File: config.mk
export PLATFORM = sky130hd
export DESIGN_NAME = pll_rst_ctrl
export DESIGN_NICKNAME = d
export VERILOG_FILES = /design/src/rtl/pll_rst_ctrl.sv
export SDC_FILE = /design/constraint.sdc
export NUM_CORES = 1
export LEC_CHECK = 0
export CAP_MARGIN = 20
export CORE_MARGIN = 5
export CORE_UTILIZATION = 45
export DETAILED_ROUTE_END_ITERATION = 16
export SLEW_MARGIN = 5
export SYNTH_ARGS = -nofsm -noshare
export SYNTH_HDL_FRONTEND = slang
export SYNTH_SLANG_ARGS = --single-unit
File: constraint.sdc
create_clock -name clk -period 3 [get_ports clk]
set_clock_uncertainty 0.1 [all_clocks]
set_input_delay 0.45 -clock clk [delete_from_list [all_inputs] [get_ports clk]]
set_output_delay 0.45 -clock clk [all_outputs]
set_load 0.01 [all_outputs]
File: src/rtl/pll_rst_ctrl.sv
// pll_rst_ctrl: PLL reset/lock sequencer driving pll_rst, filtering pll_lock and releasing sys_rst
module pll_rst_ctrl #(
    parameter int RST_CYCLES   = 16,
    parameter int LOCK_FILT    = 8,
    parameter int LOCK_TIMEOUT = 65536,
    parameter int HOLD_CYCLES  = 32
) (
    input  logic       clk,
    input  logic       rst,
    input  logic       pll_lock,
    input  logic       force_relock,
    output logic       pll_rst,
    output logic       sys_rst,
    output logic       locked,
    output logic [2:0] relock_cnt,
    output logic       timeout_err
);
    localparam int CW = $clog2(RST_CYCLES + 1);
    localparam int FW = $clog2(LOCK_FILT + 1);
    localparam int TW = $clog2(LOCK_TIMEOUT + 1);
    localparam int HW = $clog2(HOLD_CYCLES + 1);

    typedef enum logic [1:0] {S_RESET, S_WAIT, S_HOLD, S_RUN} state_t;

    state_t        r_state, w_next;
    logic [1:0]    r_sync;
    logic [CW-1:0] r_cnt, w_cnt;
    logic [FW-1:0] r_filt, w_filt;
    logic [TW-1:0] r_tmo, w_tmo;
    logic [HW-1:0] r_hold, w_hold;
    logic          w_lock_s, w_loss, w_tmo_hit, w_inc;

    assign w_lock_s = r_sync[1];
    assign w_inc    = w_loss && (relock_cnt != 3'd7);

    // next state and counter updates; every counter restarts from zero on any state change
    always_comb begin
        w_next    = r_state;
        w_cnt     = '0;
        w_filt    = '0;
        w_tmo     = '0;
        w_hold    = '0;
        w_loss    = 1'b0;
        w_tmo_hit = 1'b0;
        case (r_state)
            S_RESET: begin
                w_cnt  = r_cnt + 1'b1;
                w_next = (r_cnt == CW'(RST_CYCLES - 1)) ? S_WAIT : S_RESET;
            end
            S_WAIT: begin
                w_filt = w_lock_s ? r_filt + 1'b1 : '0;
                w_tmo  = r_tmo + 1'b1;
                if (r_filt == FW'(LOCK_FILT))
                    w_next = S_HOLD;
                else if (r_tmo == TW'(LOCK_TIMEOUT - 1)) begin
                    w_next    = S_RESET;
                    w_tmo_hit = 1'b1;
                end
            end
            S_HOLD: begin
                w_hold = r_hold + 1'b1;
                w_next = !w_lock_s ? S_RESET : (r_hold == HW'(HOLD_CYCLES - 1)) ? S_RUN : S_HOLD;
            end
            S_RUN: begin
                w_loss = !w_lock_s;
                w_next = (!w_lock_s || force_relock) ? S_RESET : S_RUN;
            end
            default: w_next = S_RESET;
        endcase
        if (w_next != r_state) begin
            w_cnt  = '0;
            w_filt = '0;
            w_tmo  = '0;
            w_hold = '0;
        end
    end

    // state, lock synchroniser and outputs registered from the next-state decode
    always_ff @(posedge clk) begin
        if (rst) begin
            r_state     <= S_RESET;
            r_sync      <= '0;
            r_cnt       <= '0;
            r_filt      <= '0;
            r_tmo       <= '0;
            r_hold      <= '0;
            pll_rst     <= 1'b1;
            sys_rst     <= 1'b1;
            locked      <= 1'b0;
            relock_cnt  <= '0;
            timeout_err <= 1'b0;
        end else begin
            r_state     <= w_next;
            r_sync      <= {r_sync[0], pll_lock};
            r_cnt       <= w_cnt;
            r_filt      <= w_filt;
            r_tmo       <= w_tmo;
            r_hold      <= w_hold;
            pll_rst     <= (w_next == S_RESET);
            sys_rst     <= (w_next != S_RUN);
            locked      <= (w_next == S_RUN);
            relock_cnt  <= relock_cnt + {2'b00, w_inc};
            timeout_err <= timeout_err | w_tmo_hit;
        end
    end
endmodule
==> impl_results.md, run 1 <==
- Rows: 22
- Peak supply drop: ~0.31 mV
- Crit path launch: r_tmo[0]
- H-tree Lvls: 2
- Ys Warns: 0
- Syn Area/Cell: 9.43 sq um
- Ports: 11
- WP data required: between 3 and 4 ns
- Die Area: 0.00520 sq mm
- Sequential area share after synthesis: 0.496
- Input/output buffers: 10
- Yosys cell types: 28
- DR vias: approximately 1200
- CTS tree: done
- Hold Fails Final Rpt: 0
- CTS resizes: 0
- Net load switching power: 0.194 mW
- Clk sinks: 43
- Vias in the first global route: between 1000 and 1500
- Drc violations: 0
- Reg clk slew, reported paths: ~0.080 ns
- Net Sw Frac: 0.185
- Worst skew pair latency: around 0.29 ns
- Synth-to-Final Area Change: 14.5%
- Setup TNS: 0 ns
- Largest net degree at the start of global routing: 17
- Reg power frac: 0.553
- Initial antenna violation count: 0
- Leak: between 0.7 and 0.8 nW
- CP endpoint kind: register
- Critical path, cell by cell: ha_1, and4_1, nand4_1, nor2_1, ha_1, or4_4, nor2_1
- Postcts setup bufs: 0
- Syn Std Cell Area: around 0.0017 sq mm
- Register bit total from synthesis: 43
- DR WL/cell: between 10 and 15 microns
- Core area: between 0.003 and 0.004 sq mm
- CTS root buf: clkbuf_8
- Crit-path slowest cell: or4_4
- Die W: between 70 and 80 microns
- RR Startpoint: r_tmo[0]
- Synth top area share: 0.496
- Share of layout cells above drive strength 1: 0.0553
- Syn Nets: roughly 200
- Startpoint Class: register
- First-pass DRT Iterations: 4
- Cts bufs inserted: 5
- GP Congestion: ~0.8
- Synth area leaders: dfxtp_1, nor2_1, ha_1
- Pre-CTS setup slack: about 0.75 ns
- DRT Wirelength: 2840 microns
- HP Start: r_sync[0]
- DIE HEIGHT: just over 70 microns
- Crit Path Class: reg -> reg
- Internal power: 0.852 mW
- Crit share post-route: 0.752
- Worst endpoint data arrival time: approximately 2.4 ns
- Crit path max fanout: 16
- Max Clk Rate: 443 MHz
- Iter 0 DRT Violations: 37
- Post-DRT Antenna Nets: 0
- Critical Path Max Stage Delay: about 0.66 ns
- Worst Max-Slew Pin Slew: 0.485 ns
- Hold_buf cts: 0
- PnR worst setup slack: about 0.74 ns
- Worst rel slew slack: 0.675
- Starting Density: 0.470
- Net total in the final layout: 211
- Comb pwr share: 0.014
- Total grt overflow: 0
- First-pass GRT wire length: about 5100 microns
- Via/cell ratio: around 5
- Cell taking the most area after synthesis: dfxtp_1
- Outcome: finished, final reports clean
- PwrDens: about 530 mW/mm^2
- DP Wirelength: about 2100 microns
- Max cap viols: 0
- Class of the worst hold path: reg -> reg
- # setup viols final: 0
- Max-slew violations: 0
- Total inserted antenna cells: 0
- Min cycle time layout: roughly 2.3 ns
- Maximum clock path buffer count: 2
- Overall power: 1.05 mW
- Clk pwr share: 0.432
- GRT Overall Usage: 0.125
- Gate Count Post-Synth: 184
- RSZ-0062 raised after global routing: false
[Yosys cell counts (all sizes together)]
master and number:
o21ai 3, nor2 35, inv 6, xor2 11
xnor2 11, nor3 7, ha 9, a311oi 1
and2 1, nand2b 4, clkbuf 1, nand3b 2
and3b 1, and3 4, buf 2, nor4 4
nand4 5, nand4b 1, and4 3, or3 2
a21oi 4, dfxtp 43, or4 1, nand2 8
nand3 10, nor2b 5
[area by class of cell]
type	count	area, sq um
Fill cell	355	1700
Sequential cell	43	861
Multi-Input combinational cell	132	826
Timing Repair Buffer	10	100
Clock buffer	6	82.6
Tap cell	48	60.1
Clock inverter	2	35.0
Inverter	6	22.5
[kinds of logic after synthesis]
kind of cell,after synthesis,share of synthesized area
buffers and inverters,9,0.0281
AOI/OAI and AO/OA,8,0.0252
and+or+nand+nor,93,0.275
DFF,43,0.496
adders and majority gates,9,0.0649
xor gates and xnor gates,22,0.111
[routing by layer]
| layer | global-route usage | wire length (microns) | vias up |
|---|---|---|---|
| li1 | - | - | 650 |
| met1 | 0.128 | 1240 | 570 |
| met2 | 0.235 | 1480 | 12 |
| met3 | 0.0332 | 75 | 5 |
| met4 | 0.0564 | 43 | 0 |
| met5 | 0 | 0 | - |
[path summary, 6_finish.rpt]
check,slack (ns),end,depth (start not counted)
hold / removal,0.35,r_sync[1],1
hold reg to reg,0.35,r_sync[1],1
setup / recovery,0.74,r_tmo[10],7
setup reg to reg,0.74,r_tmo[10],7
[registers in the layout, summed over array words and instances, names as in the netlist]
name / flops
r_cnt: 5
r_hold: 6
sys_rst: 1
r_tmo: 17
r_filt: 4
r_state: 2
relock_cnt: 3
locked: 1
r_sync: 2
timeout_err: 1
pll_rst: 1
[worst max-delay path: cells and delay by family (launching register included)]
family | cells | cell delay (ns)
flip-flops | 1 | 0.35
adder cells (fa/ha/maj) | 2 | 0.47
AND/OR/NAND/NOR | 5 | 1.27
[power by group through the flow]
| stage | sequential (mW) | combinational [mW] | clock [mW] |
|---|---|---|---|
| 6_report | 0.579 | 0.0151 | 0.452 |
| 5_1_grt | 0.580 | 0.0169 | 0.494 |
| 4_1_cts | 0.579 | 0.0157 | 0.469 |
| 3_5_place_dp | 0.592 | 0.0155 | 0 |
| 3_3_place_gp | 0.592 | 0.0143 | 0 |
| 2_1_floorplan | 0.591 | 0.00880 | 0 |
[cell usage in the layout, fill, tap and decap left out, drive strengths merged, types with 2 or more instances in the layout]
cell type      Yosys  routed
nand4              5       5
nand2b             4       4
and4               3       3
ha                 9       9
clkbuf             1       6
clkdlybuf4s50      0      10
nand3b             2       2
xnor2             11      11
dfxtp             43      43
and3               4       4
o21ai              3       3
nor2b              5       5
nand2              8       8
a21oi              4       4
or3                2       2
nor2              35      35
nor4               4       4
nand3             10      10
nor3               7       7
inv                6       6
xor2              11      11
[per-stage QoR]
stage / hold WS, ns / cells / instance area [sq um] / util
floorplan: 0.313 / 184 / 1740 / -
global placement: 0.322 / 239 / 1870 / 0.507
detailed placement: 0.337 / 239 / 1870 / 0.507
CTS: 0.359 / 247 / 1990 / 0.539
global route: 0.367 / 247 / 1990 / 0.539
finish: 0.347 / 247 / 1990 / 0.539
Note: power is estimated with default switching activity, not from simulation.
==> run 2, diff against run 1 <==
==> constraint.sdc (replaced) <==
create_clock -name clk -period 2.3 [get_ports clk]
set_clock_uncertainty 0.1 [all_clocks]
set_input_delay 0.345 -clock clk [delete_from_list [all_inputs] [get_ports clk]]
set_output_delay 0.345 -clock clk [all_outputs]
set_load 0.01 [all_outputs]
==> run 2 against run 1 <==
Against the previous run:
- non-clock buffer count rose by 2
- final cell count grew 0.81%
- die area stayed put
- via count is 0.49% lower
- final area up 0.13%
- power increased by 22%
- global-route usage decreased by 0.17 points
- register-to-register slack got worse by 0.63 ns
- largest power group unchanged
==> impl_results.md, run 2 (synthesis gave the netlist of run 1 again) <==
- Outcome: finished, final reports clean
- Pre-CTS setup slack: ~0.072 ns
- Setup TNS: 0 ns
- Worst Max-Slew Pin Slew: 0.399 ns
- Peak supply drop: between 0.3 and 0.4 mV
- Reg power frac: 0.591
- PwrDens: around 640 mW/mm^2
- Crit path max fanout: 16
- Vias in the first global route: between 1000 and 1500
- Crit share post-route: 0.951
- # fillers: 355
- Max cap viols: 0
- Max-slew violations: 0
- Post-DRT Antenna Nets: 0
- Total inserted antenna cells: 0
- Die W: slightly above 70 microns
- Class of the worst hold path: reg -> reg
- Clk sinks: 43
- CTS root buf: clkbuf_8
- Net Sw Frac: 0.212
- Starting Density: 0.470
- Cts bufs inserted: 5
- DP Wirelength: between 2000 and 2500 microns
- Worst rel slew slack: 0.732
- Input/output buffers: 10
- Comb pwr share: 0.016
- Maximum clock path buffer count: 2
- Largest net degree at the start of global routing: 17
- PnR worst setup slack: about 0.11 ns
- Hold_buf cts: 0
- DRT Wirelength: just under 3000 microns
- GRT Overall Usage: 0.124
- Total grt overflow: 0
- DR WL/cell: around 12 microns
- Rows: 22
- Synth-to-Final Area Change: 14.6%
- Reg with most FFs: r_tmo
- Leak: around 0.7 nW
- Share of layout cells above drive strength 1: 0.0697
- Internal power: between 1 and 1.5 mW
- Hold Fails Final Rpt: 0
- Die Area: ~0.0052 sq mm
- Clk pwr share: 0.393
- Commonest cells after routing, fill and taps aside: dfxtp_1, nor2_1, xnor2_1, xor2_1
- Drc violations: 0
- Final design area excluding fillers: 0.00199 sq mm
- Commonest non-fill, non-tap cell in the layout: dfxtp_1
- Max reg flops: 17
- # setup viols final: 0
- Net load switching power: 0.271 mW
- Postcts setup bufs: 0
- Largest regs: r_tmo: 17 flops, r_hold: 6 flops, r_cnt: 5 flops
- Core area: 0.00369 sq mm
- DIE HEIGHT: just over 70 microns
- Iter 0 DRT Violations: 31
- DR vias: 1231
- Cell area after placement: approximately 0.0019 sq mm
- RSZ-0062 raised after global routing: false
- CP endpoint kind: register
- Net total in the final layout: 213
- Max Clk Rate: about 460 MHz
- Reg clk slew, reported paths: 0.08 ns
- GP Congestion: roughly 0.8
- Via/cell ratio: just under 5
- Startpoint Class: register
- Worst skew pair latency: 0.29 ns
- H-tree Lvls: 2
- CTS tree: done
- Initial antenna violation count: 0
- Worst endpoint data arrival time: approximately 2.3 ns
- First-pass DRT Iterations: 4
- WP data required: 2.43 ns
- Min cycle time layout: about 2.2 ns
- Crit Path Class: reg -> reg
- First-pass GRT wire length: 5000 microns
- Ports: 11
## run 2: changes by cell type in the layout (fill, tap and decap cells not counted), sizes merged
cell | previous run | this run
bufinv | 1 | 0
buf | 0 | 2
clkinvlp | 0 | 1
## run 2: through the flow
step / hold WS [ns] / std cells / utilization / power, mW
finish: 0.343 / 249 / 0.539 / 1.28
global route: 0.371 / 249 / 0.539 / 1.33
CTS: 0.350 / 249 / 0.538 / 1.30
detailed placement: 0.330 / 241 / 0.511 / 0.793
global placement: 0.323 / 241 / 0.511 / 0.791
floorplan: 0.313 / 184 / - / 0.782
## run 2: layout make-up
cell class | count | area (sq um) | area share
timing repair buffer | 12 | 115 | 0.0579
clock buffer | 6 | 82.6 | 0.0415
sequential | 43 | 861 | 0.433
multi-input combinational | 132 | 832 | 0.418
tap | 48 | 60.1 | 0.0302
inverter | 6 | 22.5 | 0.0113
clock inverter | 2 | 16.3 | 0.00818
## run 2: timing repair
action,4_1_cts,5_1_grt
setup endpoints to repair,0,10
endpoints found under the hold margin,0,0
gates resized for setup,0,1
## run 2: power groups by stage
stage	Combinational, mW	Clock [mW]	Sequential [mW]
after floorplan	0.0115	0	0.771
after global placement	0.0198	0	0.772
after global routing	0.0226	0.556	0.756
after CTS	0.0208	0.521	0.755
after detailed placement	0.0207	0	0.773
final	0.0206	0.502	0.755
## run 2: critical path, cell delays in order, from the launching register on
cell and delay, ns:
dfxtp_1 0.35, ha_1 0.25, and4_1 0.23, nand4_1 0.13, nor2_1 0.07, ha_1 0.23, or4_4 0.62, a21oi_1 0.16
## run 2: path summary, 6_finish.rpt
kind,startpoint,to,slack (ns),cells past startpoint
min,r_sync[0],r_sync[1],0.34,1
max reg2reg,r_tmo[0],r_tmo[5],0.11,7
max,r_tmo[0],r_tmo[5],0.11,7
min reg2reg,r_sync[0],r_sync[1],0.34,1
## run 2: per-layer routing
| metal | GRT usage | share of wire |
|---|---|---|
| met2 | 0.207 | 0.50 |
| met3 | 0.0416 | 0.032 |
| met4 | 0.0752 | 0.019 |
| met5 | 0 | 0 |
| met1 | 0.134 | 0.44 |
==> run 3, diff against run 2 <==
--- a/config.mk
+++ b/config.mk
@@ -7,8 +7,9 @@
 export LEC_CHECK = 0
 export CAP_MARGIN = 20
 export CORE_MARGIN = 5
-export CORE_UTILIZATION = 45
+export CORE_UTILIZATION = 57
 export DETAILED_ROUTE_END_ITERATION = 16
+export PLACE_DENSITY = 0.77
 export SLEW_MARGIN = 5
 export SYNTH_ARGS = -nofsm -noshare
 export SYNTH_HDL_FRONTEND = slang
==> run 3 against run 2 <==
Against the previous run:
- final cell count is 6.8% lower
- power fell by 10%
- sequential share of layout area is 1.4 points higher
- critical path depth is the same
==> impl_results.md, run 3 (synthesis gave the netlist of run 1 again) <==
- Outcome: finished, final reports clean
- Worst rel slew slack: 0.747
- CP endpoint kind: register
- Minimum setup slack among reg-to-reg paths: about 0.08 ns
- GP Congestion: 0.790
- Largest net degree at the start of global routing: 17
- Crit path max fanout: 16
- Cell area after placement: roughly 0.0019 sq mm
- Starting Density: 0.583
- Worst skew pair latency: 0.35 ns
- PnR worst setup slack: between 0.07 and 0.08 ns
- Net Sw Frac: 0.210
- Crit share post-route: 0.966
- Largest regs: r_tmo: 17 flops, r_hold: 6 flops, r_cnt: 5 flops
- Crit Path Class: reg -> reg
- Initial antenna violation count: 0
- Commonest non-fill, non-tap cell in the layout: dfxtp_1
- Die Area: roughly 0.0042 sq mm
- WP data required: roughly 2.5 ns
- Comb pwr share: 0.018
- DIE HEIGHT: ~65 microns
- First-pass GRT wire length: between 5000 and 6000 microns
- Worst Max-Slew Pin Slew: ~0.38 ns
- H-tree Lvls: 2
- Pre-CTS setup slack: around 0.055 ns
- Max Clk Rate: ~450 MHz
- Footprint of the multi-input gates: 842 sq um
- Max reg flops: 17
- Internal power: about 0.90 mW
- Max cap viols: 0
- Clk pwr share: 0.322
- Iter 0 DRT Violations: 64
- PwrDens: approximately 590 mW/mm^2
- Post-DRT Antenna Nets: 0
- Final design area excluding fillers: roughly 0.0019 sq mm
- Reg with most FFs: r_tmo
- Net load switching power: 0.240 mW
- First-pass DRT Iterations: 5
- Share of layout cells above drive strength 1: 0.0905
- RR Startpoint: r_tmo[0]
- Clk sinks: 43
- Hold Fails Final Rpt: 0
- Peak supply drop: around 0.45 mV
- Leak: around 0.68 nW
- Post-route insts no fill: between 200 and 250
- Input/output buffers: 10
- # setup viols final: 0
- Min cycle time layout: between 2 and 2.5 ns
- DR WL/cell: approximately 12 microns
- Class of the worst hold path: reg -> reg
- Storage cell area: ~860 sq um
- GRT Overall Usage: 0.157
- RSZ-0062 raised after global routing: true
- Vias in the first global route: between 1000 and 1500
- Max-slew violations: 0
- DRT Wirelength: around 2800 microns
- # fillers: 240
- Core area: 0.00298 sq mm
- Postcts setup bufs: 0
- Via/cell ratio: 5.40
- Rows: 20
- Placed Cells: ~230
- Cts bufs inserted: 5
- Net total in the final layout: 212
- Setup TNS: 0 ns
- DR vias: 1252
- Total inserted antenna cells: 0
- Reg power frac: 0.660
- Maximum clock path buffer count: 2
- CTS tree: done
- CTS root buf: clkbuf_4
- Ports: 11
- HP Start: r_hold[0]
- Worst endpoint data arrival time: roughly 2.4 ns
- Startpoint Class: register
- Synth-to-Final Area Change: 11.4%
- Reg clk slew, reported paths: about 0.11 ns
- Die W: ~65 microns
- Total grt overflow: 0
- Drc violations: 0
- Commonest cells after routing, fill and taps aside: dfxtp_1, nor2_1, xnor2_1, xor2_1
- Crit path launch: r_tmo[0]
- DP Wirelength: between 2000 and 2500 microns
- Hold_buf cts: 0
==> run 3: cell types whose count changed in the layout (fill, tap and decap cells not counted), moves of 2 or more <==
cell	before	now
dfxtp_2	0	2
dfxtp_1	43	41
clkbuf_4	0	5
clkbuf_8	6	1
==> run 3: routing by layer <==
metal,part of all wire,GRT usage
met1,0.44,0.159
met4,0.021,0.0674
met2,0.50,0.281
met5,0,0
met3,0.045,0.0632
==> run 3: final cells by class <==
cell class	count	share of cell area
sequential	43	0.447
inverter	6	0.0117
timing repair buffer	11	0.0557
tap	33	0.0214
clock inverter	1	0.00259
clock buffer	6	0.0265
multi-input combinational	132	0.436
==> run 3: stage by stage <==
stage | power, mW | hold WS [ns] | util
finish | 1.14 | 0.345 | 0.649
floorplan | 0.782 | 0.313 | -
CTS | 1.15 | 0.349 | 0.643
global route | 1.20 | 0.373 | 0.649
global placement | 0.791 | 0.323 | 0.624
detailed placement | 0.793 | 0.333 | 0.624
==> run 3: final timing paths <==
path                             endpoint  depth (start not counted)
worst max-delay path             r_tmo[7]                          7
worst min-delay path            r_hold[0]                          1
worst max register to register   r_tmo[7]                          7
worst min register to register  r_hold[0]                          1
==> run 3: power by group through the flow <==
stage	registers, mW	clock network, mW	logic [mW]
CTS	0.755	0.377	0.0212
global route	0.757	0.419	0.0231
floorplan	0.771	0	0.0115
detailed placement	0.772	0	0.0209
global placement	0.772	0	0.0195
finish	0.755	0.368	0.0210
==> run 3: repair_timing <==
item | CTS | global route
setup endpoints to repair | 0 | 23
resized for setup | 0 | 7
hold endpoints to repair | 0 | 0
==> run 3: worst max-delay path, stage by stage, from the launching register on <==
cell	delay [ns]
dfxtp_2	0.36
ha_1	0.23
and4_2	0.28
nand4_1	0.13
nor2_1	0.07
ha_2	0.19
or4_4	0.66
nor2_1	0.14
